==> config.mk <==
export PLATFORM = sky130hd
export DESIGN_NAME = count_sequencer_flat
export DESIGN_NICKNAME = d
export VERILOG_FILES = /design/src/rtl/count_sequencer_if.sv /design/src/rtl/count_sequencer.sv /design/src/flat_wrapper.sv
export SDC_FILE = /design/constraint.sdc
export NUM_CORES = 1
export LEC_CHECK = 0
export BUFFER_PORTS_ARGS = -buffer_cell sky130_fd_sc_hd__buf_4
export CAP_MARGIN = 30
export CORE_MARGIN = 2
export CORE_UTILIZATION = 40
export DETAILED_ROUTE_END_ITERATION = 8
export HOLD_SLACK_MARGIN = 0.08
export PLACE_DENSITY = 0.63
export SLEW_MARGIN = 10
export SYNTH_ARGS = -nofsm -noshare
export SYNTH_HDL_FRONTEND = slang
export SYNTH_SLANG_ARGS = --single-unit
export TNS_END_PERCENT = 1
==> constraint.sdc <==
create_clock -name clk -period 2.3 [get_ports clk]
set_input_delay 0.46 -clock clk [delete_from_list [all_inputs] [get_ports clk]]
set_output_delay 0.46 -clock clk [all_outputs]
set_load 0.01 [all_outputs]
==> src/rtl/count_sequencer_if.sv <==
// Key, rate and limit inputs plus counter/strobe outputs of count_sequencer.
// Purely combinational wiring; there is no backpressure on any signal.
interface count_sequencer_if;
  logic       key_run_n;
  logic       key_step_n;
  logic [1:0] rate;
  logic [8:0] max_count;
  logic [8:0] day_count;
  logic       count_en;
  logic       wrap;
  logic       latch;
  logic       running;

  modport master (
    output key_run_n, key_step_n, rate, max_count,
    input  day_count, count_en, wrap, latch, running
  );

  modport slave (
    input  key_run_n, key_step_n, rate, max_count,
    output day_count, count_en, wrap, latch, running
  );
endinterface

==> src/rtl/count_sequencer.sv <==
// Debounced run/step keys drive a 1..limit day counter; key press to event is 2+DEBOUNCE clk.
// day_count/count_en/wrap are registered, latch follows one clk later; no backpressure.
module count_sequencer #(
  parameter int TICK_DIV = 50000000,
  parameter int DEBOUNCE = 500000
) (
  input  logic            clk,
  input  logic            reset_n,
  count_sequencer_if.slave bus
);

  localparam int DB_W = (DEBOUNCE > 2) ? $clog2(DEBOUNCE) : 1;
  localparam int PW   = $clog2(TICK_DIV);
  localparam logic [DB_W-1:0] DB_LAST = DB_W'(DEBOUNCE - 1);
  localparam logic [31:0]     DIV     = 32'(TICK_DIV);

  typedef enum logic [1:0] {IDLE, RUN, PAUSE} state_t;

  // Bit 0 is the run key, bit 1 the step key.
  logic [1:0]      keys;
  logic [1:0]      sync1, sync2, deb, ev;
  logic [DB_W-1:0] db_cnt [2];

  state_t          state, next_state;
  logic [PW-1:0]   presc;
  logic [31:0]     period;
  logic [PW-1:0]   period_m1;
  logic [8:0]      limit;
  logic [8:0]      day;
  logic            run_ev, step_ev, step_adv, tick, advance;
  logic            count_en_q, wrap_q, latch_q, first_q;

  assign keys    = {bus.key_step_n, bus.key_run_n};
  assign run_ev  = ev[0];
  assign step_ev = ev[1];

  // A new level is accepted only after DEBOUNCE consecutive differing samples.
  always_ff @(posedge clk or negedge reset_n) begin
    if (!reset_n) begin
      sync1     <= 2'b11;
      sync2     <= 2'b11;
      deb       <= 2'b11;
      ev        <= 2'b00;
      db_cnt[0] <= '0;
      db_cnt[1] <= '0;
    end else begin
      sync1 <= keys;
      sync2 <= sync1;
      for (int i = 0; i < 2; i++) begin
        ev[i] <= 1'b0;
        if (sync2[i] == deb[i]) begin
          db_cnt[i] <= '0;
        end else if (db_cnt[i] == DB_LAST) begin
          db_cnt[i] <= '0;
          deb[i]    <= sync2[i];
          ev[i]     <= ~sync2[i];
        end else begin
          db_cnt[i] <= db_cnt[i] + 1'b1;
        end
      end
    end
  end

  always_ff @(posedge clk or negedge reset_n) begin
    if (!reset_n) state <= IDLE;
    else          state <= next_state;
  end

  always_comb begin
    next_state = state;
    step_adv   = 1'b0;
    case (state)
      IDLE: begin
        if (run_ev)       next_state = RUN;
        else if (step_ev) step_adv   = 1'b1;
      end
      RUN: begin
        if (run_ev) next_state = PAUSE;
      end
      PAUSE: begin
        if (run_ev)       next_state = RUN;
        else if (step_ev) step_adv   = 1'b1;
      end
      default: next_state = IDLE;
    endcase
  end

  assign period    = DIV >> bus.rate;
  assign period_m1 = PW'(period - 32'd1);
  assign tick      = (state == RUN) && !run_ev && (presc >= period_m1);
  assign advance   = tick || step_adv;
  assign limit     = (bus.max_count == 9'd0 || bus.max_count > 9'd366) ? 9'd365 : bus.max_count;

  // Prescaler only runs while staying in RUN, so every RUN entry starts from 0.
  always_ff @(posedge clk or negedge reset_n) begin
    if (!reset_n) begin
      presc <= '0;
    end else if (state == RUN && next_state == RUN) begin
      presc <= tick ? '0 : presc + PW'(1);
    end else begin
      presc <= '0;
    end
  end

  always_ff @(posedge clk or negedge reset_n) begin
    if (!reset_n) begin
      day        <= 9'd1;
      count_en_q <= 1'b0;
      wrap_q     <= 1'b0;
    end else begin
      count_en_q <= advance;
      wrap_q     <= advance && (day >= limit);
      if (advance) day <= (day >= limit) ? 9'd1 : day + 9'd1;
    end
  end

  // first_q makes the display load the reset value on the first clock after release.
  always_ff @(posedge clk or negedge reset_n) begin
    if (!reset_n) begin
      latch_q <= 1'b0;
      first_q <= 1'b1;
    end else begin
      latch_q <= count_en_q || first_q;
      first_q <= 1'b0;
    end
  end

  assign bus.day_count = day;
  assign bus.count_en  = count_en_q;
  assign bus.wrap      = wrap_q;
  assign bus.latch     = latch_q;
  assign bus.running   = (state == RUN);

endmodule

==> src/flat_wrapper.sv <==
// flat-port wrapper written by rule: the top's interface ports become plain ports
module count_sequencer_flat 
#(
  parameter int TICK_DIV = 50000000,
  parameter int DEBOUNCE = 500000
)
  (clk, reset_n, bus_key_run_n, bus_key_step_n, bus_rate, bus_max_count, bus_day_count, bus_count_en, bus_wrap, bus_latch, bus_running);
  count_sequencer_if bus_i ();
  input  logic clk;
  input  logic reset_n;
  input wire logic [$bits(bus_i.key_run_n)-1:0] bus_key_run_n;
  input wire logic [$bits(bus_i.key_step_n)-1:0] bus_key_step_n;
  input wire logic [$bits(bus_i.rate)-1:0] bus_rate;
  input wire logic [$bits(bus_i.max_count)-1:0] bus_max_count;
  output wire logic [$bits(bus_i.day_count)-1:0] bus_day_count;
  output wire logic [$bits(bus_i.count_en)-1:0] bus_count_en;
  output wire logic [$bits(bus_i.wrap)-1:0] bus_wrap;
  output wire logic [$bits(bus_i.latch)-1:0] bus_latch;
  output wire logic [$bits(bus_i.running)-1:0] bus_running;
  assign bus_i.key_run_n = bus_key_run_n;
  assign bus_i.key_step_n = bus_key_step_n;
  assign bus_i.rate = bus_rate;
  assign bus_i.max_count = bus_max_count;
  assign bus_day_count = bus_i.day_count;
  assign bus_count_en = bus_i.count_en;
  assign bus_wrap = bus_i.wrap;
  assign bus_latch = bus_i.latch;
  assign bus_running = bus_i.running;
  count_sequencer #(.TICK_DIV(TICK_DIV), .DEBOUNCE(DEBOUNCE)) u_core (.clk(clk), .reset_n(reset_n), .bus(bus_i));
endmodule
# --- Yosys cells after proc, flatten, opt, wreduce, memory -nomap -nowiden ---
# Cells that the tools add are included.
# Widths: inputs -> output; s select.
word_totals:
  input_bits: 15
  ff_bits: 87
  word_cells: 65
op_classes:
  n_reduce_logical: 13
  shift: 1
  n_eq_ne: 7
  n_lt_le_gt_ge: 3
  n_addsub: 5
  bitwise_logic: 4
  n_mux: 18
ops:
  columns: ["cell", "n"]
  rows:
  - ["$mux 19", 4]
  - ["$mux 26", 2]
  - ["$add 19x1->19 const B", 2]
  - ["$eq 19x19->1 const B", 2]
  - ["$add 26x1->26 const B", 1]
  - ["$ge 26x26->1", 1]
  - ["$shr 26x2->26 const A", 1]
  - ["$sub 26x1->26 const B", 1]
  - ["$mux 9", 2]
  - ["$add 9x1->9 const B", 1]
  - ["$ge 9x9->1", 1]
  - ["$gt 9x9->1 const B", 1]
  - ["$logic_not 9->1", 1]
  - ["$mux 1", 7]
  - ["$eq 2x1->1 const B", 2]
  - ["$logic_and 1x1->1", 4]
  - ["$mux 2", 2]
  - ["$not 1->1", 4]
  - ["$pmux 2 s2", 1]
  - ["$reduce_and 2->1", 2]
  - ["$logic_or 1x1->1", 3]
  - ["$eq 1x1->1", 2]
  - ["$eq 2x2->1 const B", 1]
  - ["$logic_not 2->1", 1]
  - ["2 further kinds", 2]

# --- Depth between registers and ports, before layout ---
# Gate-level depths: netlist (run 1).
logic_depth:
  ltp_word: 6
  depth_mapped: 13

# --- Worst setup path after synthesis (run 1) ---
# No wires, ideal clock.
synth_timing:
  path_type: "in2reg"
  from: "input bus_max_count[3]"
  to: "register u_core.day[5], in the netlist u_core.bus.day_count[5]"
  t_required_ps: 2196
  setup_time_ps: 104
  path_buffers: 1
  path_stages: 12
  path_slack_ps: -943
  t_arrival_ps: 3139
  path_cell_list: "a41o_1 -> a31o_2 -> a21o_1 -> or2_2 -> ha_1 -> nand2b_1 -> a2111o_1 -> a31oi_1 -> o21ai_1 -> or2_1 -> buf_6 -> o41ai_4"
synth_between:
  elab_chain_len: 5
  word_cells_on_any_way: 6
synth_rtl:
  columns: ["item", "line_no", "text"]
  rows:
  - ["start, declared", "flat_wrapper.sv:14", "input wire logic [$bits(bus_i.max_count)-1:0] bus_max_count;"]
  - ["$gt 9x9->1 / $logic_not 9->1 (equally long branches)", "count_sequencer.sv:92", "assign limit = (bus.max_count == 9'd0 || bus.max_count > 9'd366) ? 9'd365 : bus.max_count;"]
  - ["$logic_or 1x1->1", "count_sequencer.sv:92", null]
  - ["$mux 9 (*)", "count_sequencer.sv:92", null]
  - ["$ge 9x9->1 (*)", "count_sequencer.sv:113", "if (advance) day <= (day >= limit) ? 9'd1 : day + 9'd1;"]
  - ["$mux 9 (*)", "count_sequencer.sv:113", null]
  - ["end signal, assigned", "count_sequencer.sv:113", null]
  - ["end, declared", "count_sequencer.sv:29", "logic [8:0] day;"]
# Mark *: on every way between the ends. The rest lies on a longest branch, timed or not.
# A chain may end at the register's enable or synchronous reset.

# --- Worst setup path in the final report (run 1) ---
layout_timing:
  from: "input bus_max_count[3]"
  to: "register u_core.day[0], in the netlist u_core.bus.day_count[0]"
# Same word-level chain as after synthesis.

==> qor.txt, run 1 <==
Status = complete, but fails checks
Failing checks = setup timing
DR WL met3 = 218 um
Max-slew violations = 0
Max Fclk = 0.362 GHz
Total track usage = 17.0%
GPL Wtd Cong = 0.848
Post-synth EDFFs = 0
Pwr Total = 3260 uW
H-tree Lvls = 3
Wire length per cell = 13.7 um
Total CTS buffers = 9
# port buffers = 27
Reg2Reg Launch Point = u_core.presc[16]
#FFs+latches synth = 87
Data arrival time of the worst path = 3.03 ns
Die Footprint = 0.0129 sq mm
Total gr overflow = 0
HP Class = in2async
Global-route wire length before repair = 17700 um
Core area = 0.0116 sq mm
Top_reg_cell synth = dfrtp_1
Most frequent cells after synthesis = nor2_1 (92), dfrtp_1 (79), nand2_1 (37)
Via-per-instance ratio = 5.14
Setup violation total in the final timing report = 19
Initial antenna violation count = 0
Iter 0 DRT Violations = 101
Hold_buf cts = 0
Pwr/cell area = 541 mW/mm^2
Clock slew at reported path FFs = 0.06 ns
Worst Slack Setup Final = -0.459 ns
Metal1 wirelength = 4480 um
VDD IR max = 0.388 mV
Die H = 113 um
Mapped Cells = 500
Post-Syn Area = 0.00480 sq mm
Maximum number of pins on one net before global-route repair = 51
DPL Wire Length = 7480 um
Clock Skews = 0.00823 ns
YS warnings = 0
Syn_area_per_cell = 9.59 sq um
Final #Nets = 636
Number of global-route vias before repair = 3940
Final core utilization = 52.1%
Worst-path fanout max = 8
RSZ-0062 raised after global routing = true
CTS Sinks = 87
Total routed wirelength = 10100 um
Share of layout cells above drive strength 1 = 23.8%
Detail Route Antenna Nets = 0
Ordered list of cells on the worst path = buf_4 > a41o_1 > a31o_2 > a21o_1 > or2_4 > ha_4 > nand2b_4 > a2111o_1 > a31oi_2 > o21ai_2 > or2_4 > mux2_4
Worst Setup SP = bus_max_count[3]
Largest area contributor in the netlist = dfrtp_1
Share of the synthesized area in the top cell type = 41.2%
Synth async-reset ratio = 100%
Crit-path slowest cell = a2111o_1
CP max stage delay = 0.37 ns
Drt pass-1 iters = 4
Max cap viols = 0
Area delta synth->final = 25.6%
Setup CP Type = in2reg
Register area share after synthesis = 45.6%
Cell with the most instances after synthesis = nor2_1
Synth area leaders = dfrtp_1 (41%), ha_1 (8.6%), nor2_1 (7.2%), xor2_1 (5.5%), xnor2_1 (5.3%)
DRC Markers = 0
CTS max path bufs = 2
Die W = 113 um
Rows = 39
Final hold violation count = 0
Startpoint types = input pin
P_leak = 0.00282 uW
Worst slew pin tran = 0.656 ns
Initial Utilization = 41.5%
Worst EP required = 2.57 ns
CP most frequent cell = or2_4
Skew-Pair Late Insertion Delay = 0.34 ns
Root Driver = clkbuf_16
IO Count = 28
Final period util = 120%
Worst Setup End Kind = flop
Count of different cell masters after synthesis = 50
Minimum clock period = 2.76 ns
Worst slew margin = 56.3%
Routed wire length on met2 = 5150 um
Highest routed layer = met4
Vias = 3780
Antenna cells = 0
CTS tree = built
## layer usage
| layer | vias up | GRT usage, % |
|---|---|---|
| met5 | - | 0 |
| met4 | 0 | 6.67 |
| met1 | 1830 | 21.4 |
| li1 | 1896 | - |
| met3 | 17 | 3.56 |
| met2 | 37 | 28.7 |
## kinds of logic (layout without fill, tap and decap cells)
logic type	count (synthesis)	in the layout	synth area share, %
buffers and inverters	27	118	2.45
flip-flops	87	87	45.6
AND/OR/NAND/NOR	235	235	23.8
XOR/XNOR	59	59	10.8
adder cells (fa/ha/maj)	33	33	8.61
other	2	4	0.157
multiplexers	3	3	0.704
AO/OA/AOI/OAI	54	54	7.93
## final timing paths
kind | endpoint | slack, ns | cells after the start
worst max-delay path | u_core.bus.day_count[0] | -0.46 | 12
worst min-delay path | u_core.db_cnt[10] | 0.15 | 1
worst max register to register | u_core.bus.day_count[8] | -0.18 | 11
worst min register to register | u_core.sync2[1] | 0.36 | 0
max in group asynchronous | u_core.bus.day_count[7] | 1.50 | 2
min in group clk | u_core.sync1[0] | 0.23 | 1
## sequential cells by signal, summed over array words and instances, names as in the netlist
signal	count
u_core.ev	2
u_core.sync1	2
u_core.bus.count_en	1
u_core.bus.wrap	1
u_core.sync2	2
u_core.state	2
u_core.deb	2
u_core.db_cnt	38
u_core.first_q	1
u_core.bus.day_count	9
u_core.bus.latch	1
u_core.presc	26
## layout by cell type, fill, tap and decap left out, types with 3 or more instances in the layout
cell       instances
and4_1             6
o21ai_0           11
o21ai_1            8
ha_1              32
and3_1            14
nor2b_1            8
nor3_1             6
nand4_1           12
conb_1             4
xor2_1            30
a21oi_1            8
clkbuf_8           3
a211oi_1           3
xnor2_1           29
dfstp_2            8
nand2b_1           4
nor4_1             5
or2_2              3
nand2_1           36
nand3_1           30
buf_4             82
nor2_1            91
inv_1             13
clkbuf_16          9
and3b_1            3
o31ai_2            4
inv_2              3
a21o_1             5
dfrtp_1           79
## metrics by stage
stage	hold slack [ns]	std cells	instance area, sq um	setup TNS, ns	setup slack [ns]
after floorplan	0.164	502	4840	-8.81	-0.718
after global placement	0.346	720	5630	-18.59	-0.839
after detailed placement	0.347	720	5630	-20.30	-0.915
after CTS	0.168	736	5990	-3.52	-0.428
after global routing	0.194	736	6020	-7.62	-0.560
final	0.155	736	6020	-3.81	-0.459
## final cells by class
| cell class | instances | area [sq um] |
|---|---|---|
| sequential | 87 | 2190 |
| clock buffer | 12 | 267 |
| multi-input combinational | 388 | 2610 |
| tap | 143 | 179 |
| timing repair buffer | 85 | 667 |
| clock inverter | 4 | 51.3 |
| fill | 1030 | 5540 |
| inverter | 17 | 66.3 |
## power breakdown
part	internal [uW]	total (uW)	leakage [uW]	switching, uW
clock network	932	1510	0.000155	580
logic	83.5	189	0.00149	106
registers	1550	1560	0.00118	10.5
total	2560	3260	0.00282	696
## critical path, delay by kind of cell
kind | cells | cell delay (ns)
AOI/OAI and AO/OA | 6 | 1.25
and+or+nand+nor | 3 | 0.69
muxes | 1 | 0.27
adders and majority gates | 1 | 0.23
buffers and inverters | 1 | 0.11
## repair_timing
action,in CTS,in global routing
pin swaps,3,0
setup buffers,0,0
endpoints found under the setup margin,35,37
resized for setup,10,8
No activity file was read; power rests on OpenSTA's default activity.
==> run 2, diff against run 1 <==
- GPL_ROUTABILITY_DRIVEN: not set -> 0
- SKIP_CTS_REPAIR_TIMING: not set -> 1
==> run 2 against run 1 <==
  * The flow still finishes with violations (setup timing)
  * Global-route usage decreased by 0.11 points
  * Clock power about the same
  * Fmax decreased by 0.25%
  * Routed wire length decreased by 0.17%
  * First-iteration DRC count increased by 8.9%
  * Critical path depth unchanged
  * Sequential share of layout area about the same
  * Worst setup slack got worse by 0.0068 ns
  * Power about the same
  * Worst hold slack about the same
  * Utilization increased by 0.054 points
  * Cell count unchanged
  * Largest cell class unchanged
==> qor.txt, run 2 (same netlist as run 1, synthesis figures left out) <==
Status = complete, but fails checks
Failing checks = setup timing
Vias = 3759 (-0.56%)
Core area = 0.0116 sq mm (unchanged)
P_leak = 0.00283 uW (+0.16%)
Area delta synth->final = 25.7%
Share of layout cells above drive strength 1 = 23.8% (unchanged)
Worst Slack Setup Final = -0.466 ns (-0.00680 ns)
Pwr/cell area = 541 mW/mm^2 (-0.14%)
Setup violation total in the final timing report = 14 (-5)
Startpoint types = input pin
IO Count = 28 (unchanged)
Max FFs per register = 38 (unchanged)
Commonest non-fill, non-tap cell in the layout = nor2_1
Worst-path fanout max = 8 (unchanged)
Worst slew pin tran = 0.652 ns (-0.00347 ns)
Total gr overflow = 0 (unchanged)
Iter 0 DRT Violations = 110 (+8.9%)
Max-slew violations = 0 (unchanged)
Setup CP Type = in2reg
Initial antenna violation count = 0 (unchanged)
Skew-Pair Late Insertion Delay = 0.34 ns (about the same)
DRC Markers = 0 (unchanged)
CP most frequent cell = or2_4
Final hold violation count = 0 (unchanged)
Crit-path slowest cell = a2111o_1
Pwr Total = 3260 uW (about the same)
Total routed wirelength = 10000 um (-0.17%)
Number of global-route vias before repair = 3924 (-0.41%)
Via-per-instance ratio = 5.11 (-0.56%)
Global-route wire length before repair = 17600 um (-0.70%)
Max Fclk = 0.362 GHz (-0.25%)
CTS Sinks = 87 (unchanged)
Fillers = 1031 (+0.097%)
Total CTS buffers = 9 (unchanged)
Die Footprint = 0.0129 sq mm (unchanged)
Worst EP required = 2.57 ns (about the same)
Minimum clock period = 2.77 ns (+0.00680 ns)
Die W = 113 um (unchanged)
Total track usage = 16.8% (-0.11 points)
Final #Nets = 636 (unchanged)
Final period util = 120% (+0.30 points)
# port buffers = 27 (unchanged)
Rows = 39 (unchanged)
Maximum number of pins on one net before global-route repair = 51 (unchanged)
Clock slew at reported path FFs = 0.06 ns (about the same)
Worst slew margin = 56.5% (+0.23 points)
Most frequent cells in the layout = nor2_1 (92), buf_4 (81), dfrtp_1 (79), nand2_1 (35), ha_1 (32)
CTS tree = built
Detail Route Antenna Nets = 0 (unchanged)
CP max stage delay = 0.37 ns (about the same)
Antenna cells = 0 (unchanged)
Initial Utilization = 41.5% (unchanged)
DPL Wire Length = 7480 um (unchanged)
Max cap viols = 0 (unchanged)
Crit path max-delay family = compound AO/OA/AOI/OAI gates
H-tree Lvls = 3 (unchanged)
Root Driver = clkbuf_16
Critical path buffers and inverters = 1 (unchanged)
Top reg by flops = u_core.db_cnt
Place WS = -0.915 ns (unchanged)
Worst Setup End Kind = flop
Data arrival time of the worst path = 3.03 ns (about the same)
Ordered list of cells on the worst path = buf_4 > a41o_1 > a31o_2 > a21o_1 > or2_4 > ha_4 > nand2b_4 > a2111o_1 > a31oi_2 > o21ai_2 > or2_4 > mux2_4
HP Class = in2async
Drt pass-1 iters = 4 (unchanged)
Wire length per cell = 13.6 um (-0.17%)
CTS max path bufs = 2 (unchanged)
VDD IR max = 0.388 mV (about the same)
Clock Skews = 0.00855 ns (+0.000326 ns)
RSZ-0062 raised after global routing = true
WHS = 0.155 ns (+0.0000770 ns)
Die H = 113 um (unchanged)
run 2: metrics by stage:
stage	utilization, %	instance area, sq um	instances	setup TNS, ns
2_1_floorplan	-	4840	502	-8.81
3_3_place_gp	48.7	5630	720	-18.59
3_5_place_dp	48.7	5630	720	-20.30
4_1_cts	51.4	5950	736	-8.03
5_1_grt	52.1	6030	736	-7.93
6_report	52.1	6030	736	-3.89
run 2: metal layers:
layer  routed length [um]  up-vias  global-route usage [%]  share of wire, %
met5                    0        -                       0                 0
met3                  218       12                    3.56               2.2
met2                 5210       38                    28.5                52
met4                  163        0                    6.67               1.6
li1                     -     1894                       -                 -
met1                 4440     1815                    21.2                44
run 2: final cells by class:
type                       count  area [sq um]  area share (%)
multi-input combinational    388          2610            43.3
clock buffer                  12           267            4.42
sequential                    87          2190            36.3
inverter                      17          66.3            1.10
tap                          143           179            2.97
clock inverter                 4          51.3           0.851
timing repair buffer          85           671            11.1
run 2: worst register-to-register path: stages (launching register included):
cell and delay, ns:
dfrtp_1 0.39, ha_1 0.30, a21o_1 0.17, a221o_1 0.36, a311oi_2 0.23, buf_4 0.17
o211ai_2 0.12, a21oi_2 0.16, buf_4 0.13, buf_4 0.16, o21ai_1 0.11, o31ai_2 0.09
run 2: final timing paths:
path	start	to	slack (ns)	depth (start not counted)
worst max-delay path	bus_max_count[3]	u_core.bus.day_count[0]	-0.47	12
worst min-delay path	reset_n	u_core.db_cnt[10]	0.16	1
worst max register to register	u_core.presc[16]	u_core.bus.day_count[8]	-0.18	11
worst min register to register	u_core.sync1[1]	u_core.sync2[1]	0.36	0
max in group asynchronous	reset_n	u_core.bus.day_count[7]	1.50	2
min in group clk	bus_key_run_n	u_core.sync1[0]	0.23	1
run 2: power by group:
part           internal (uW)  switching (uW)  leakage, uW
Combinational           84.5             106      0.00149
Clock                    932             578     0.000155
Sequential              1550            10.6      0.00118
Total                   2560             694      0.00283
==> run 3, diff against run 2 <==
- REMOVE_ABC_BUFFERS: not set -> 1
==> run 3 against run 2 <==
  * The run still ends with setup timing left
  * Global-route usage fell by 0.25 points
  * Via count up 1.3%
  * Sequential power about the same
  * Clock skew fell by 0.0021 ns
  * Power decreased by 0.51%
  * Die area unchanged
  * Worst setup slack lost 0.11 ns
  * Fmax decreased by 3.8%
  * Critical path depth unchanged
  * Cell area is 1.0% higher
  * Clock power hardly changed
  * Largest cell class unchanged
  * Highest routed layer unchanged
==> qor.txt, run 3 (same netlist as run 1, synthesis figures left out) <==
Status = complete, but fails checks
Failing checks = setup timing
CTS Sinks = 87 (unchanged)
H-tree Lvls = 3 (unchanged)
HP Class = in2async
Worst setup path end = u_core.bus.day_count[5]
Final hold violation count = 0 (unchanged)
VDD IR max = 0.538 mV (+39%)
Worst slew margin = 65.6% (+9.1 points)
Final period util = 125% (+4.8 points)
Detail Route Antenna Nets = 0 (unchanged)
Switching share of power = 22.3% (+0.95 points)
Critical R2R Capture = u_core.bus.day_count[0]
DR WL met3 = 276 um (+27%)
Most frequent cells in the layout = nor2_1 (91), buf_4 (90), dfrtp_1 (79), nand2_1 (35), ha_1 (31)
Sequential fraction of design power = 48.1% (+0.3 points)
Combinational power share = 6.0% (+0.2 points)
Metal1 wirelength = 4550 um (+2.4%)
Worst Setup End Kind = flop
DRC Markers = 0 (unchanged)
CTS tree = built
P_leak = 0.00288 uW (+1.8%)
Pwr/cell area = 532 mW/mm^2 (-1.5%)
Root Driver = clkbuf_16
Reg2Reg Launch Point = u_core.presc[17]
CP max stage delay = 0.35 ns (-0.02 ns)
Vias = 3809 (+1.3%)
DPL Wire Length = 7430 um (-0.59%)
Antenna cells = 0 (unchanged)
Non-Filler Instances = 746 (+1.4%)
Setup TNS Final = -4.87 ns (-0.976 ns)
Total gr overflow = 0 (unchanged)
RSZ-0062 raised after global routing = true
Top reg by flops = u_core.db_cnt
Die H = 113 um (unchanged)
Worst-path fanout max = 7 (-1)
Die W = 113 um (unchanged)
CTS max path bufs = 2 (unchanged)
Setup CP Type = in2reg
Maximum number of pins on one net before global-route repair = 39 (-24%)
IO Count = 28 (unchanged)
CP most frequent cell = or2_4
Pwr Total = 3240 uW (-0.51%)
Worst Setup SP = bus_max_count[1]
Skew-Pair Late Insertion Delay = 0.34 ns (about the same)
Data arrival time of the worst path = 3.12 ns (+0.09 ns)
Highest routed layer = met4
Max Fclk = 0.348 GHz (-3.8%)
Rows = 39 (unchanged)
Minimum clock period = 2.88 ns (+0.109 ns)
Total track usage = 16.6% (-0.25 points)
P_int = 2520 uW (-1.7%)
Iter 0 DRT Violations = 124 (+13%)
Clk pwr share = 45.9% (-0.4 points)
Worst Slack Setup Final = -0.576 ns (-0.109 ns)
Crit-path slowest cell = a2111o_1
Clock Skews = 0.00645 ns (-0.00210 ns)
Share of layout cells above drive strength 1 = 24.4% (+0.60 points)
# port buffers = 27 (unchanged)
Crit path max-delay family = compound AO/OA/AOI/OAI gates
Post-Place Cells = 728 (+1.1%)
Critical Path Stages = 12 (unchanged)
Place WS = -1.00 ns (-0.0864 ns)
Worst slew pin tran = 0.516 ns (-0.136 ns)
Setup violation total in the final timing report = 31 (+17)
Via-per-instance ratio = 5.11 (about the same)
Critical path buffers and inverters = 1 (unchanged)
Wire length per cell = 13.4 um (-1.9%)
Core area = 0.0116 sq mm (unchanged)
Area delta synth->final = 27.0%
Total routed wirelength = 9980 um (-0.59%)
Drt pass-1 iters = 4 (unchanged)
Max-slew violations = 0 (unchanged)
Worst EP required = 2.54 ns (-0.03 ns)
Startpoint types = input pin
Max FFs per register = 38 (unchanged)
Commonest non-fill, non-tap cell in the layout = nor2_1
Depth of the most critical reg-to-reg path = 10 (-1)
Die Footprint = 0.0129 sq mm (unchanged)
Routed wire length on met2 = 5010 um (-3.9%)
Sw Pwr = 721 uW (+3.9%)
Initial antenna violation count = 0 (unchanged)
Global-route wire length before repair = 17500 um (-0.66%)
Fillers = 1043 (+1.2%)
Final #Nets = 646 (+1.6%)
R2R setup slack = -0.21 ns (-0.03 ns)
Number of global-route vias before repair = 3861 (-1.6%)
Initial Utilization = 41.5% (unchanged)
Clock slew at reported path FFs = 0.06 ns (about the same)
Ordered list of cells on the worst path = buf_4 > a41o_1 > a31o_2 > a21o_1 > or2_4 > ha_4 > nand2b_4 > a2111o_1 > a31oi_1 > o21ai_1 > or2_4 > o41ai_4
Max cap viols = 0 (unchanged)
Total CTS buffers = 9 (unchanged)
run 3: cell count changes in the layout (fill, tap and decap cells not counted), moves of 2 or more:
cell      before  now
buf_4         81   90
o21ai_1        8   11
clkbuf_8       3    1
o21ai_0       11    9
run 3: power by group through the flow:
stage	clock [uW]	combinational, uW	sequential (uW)
after global placement	0	172	1590
after global routing	1590	221	1560
after detailed placement	0	178	1590
final	1490	195	1560
after CTS	1540	178	1560
after floorplan	0	71.5	1580
run 3: through the flow:
stage          area (sq um)  hold slack [ns]  util (%)
2_1_floorplan          4750            0.164         -
3_3_place_gp           5650            0.347      48.9
3_5_place_dp           5650            0.347      48.9
4_1_cts                5960            0.101      51.5
5_1_grt                6090            0.115      52.7
6_report               6090           0.0847      52.7
run 3: worst min-delay path by stage:
stage	from	end	slack (ns)
2_1_floorplan	reset_n	u_core.bus.count_en	0.16
4_1_cts	reset_n	u_core.presc[8]	0.10
3_3_place_gp	u_core.sync1[0]	u_core.sync2[0]	0.35
5_1_grt	reset_n	u_core.presc[10]	0.12
6_report	reset_n	u_core.presc[8]	0.08
3_5_place_dp	u_core.sync1[1]	u_core.sync2[1]	0.35
run 3: area by class of cell:
type                    instances  area (sq um)  share of cell area, %
clock buffers                  11           243                   3.99
multi-input cells             388          2600                   42.7
inverters                      17          66.3                   1.09
repair buffers                 95           753                   12.4
flip-flops and latches         87          2190                   35.9
well taps                     143           179                   2.94
clock inverters                 5          63.8                   1.05
run 3: layer usage:
layer	vias to the layer above	track usage (%)
met5	-	0
met4	0	5.20
met3	12	3.51
met2	46	28.3
met1	1833	21.3
li1	1918	-
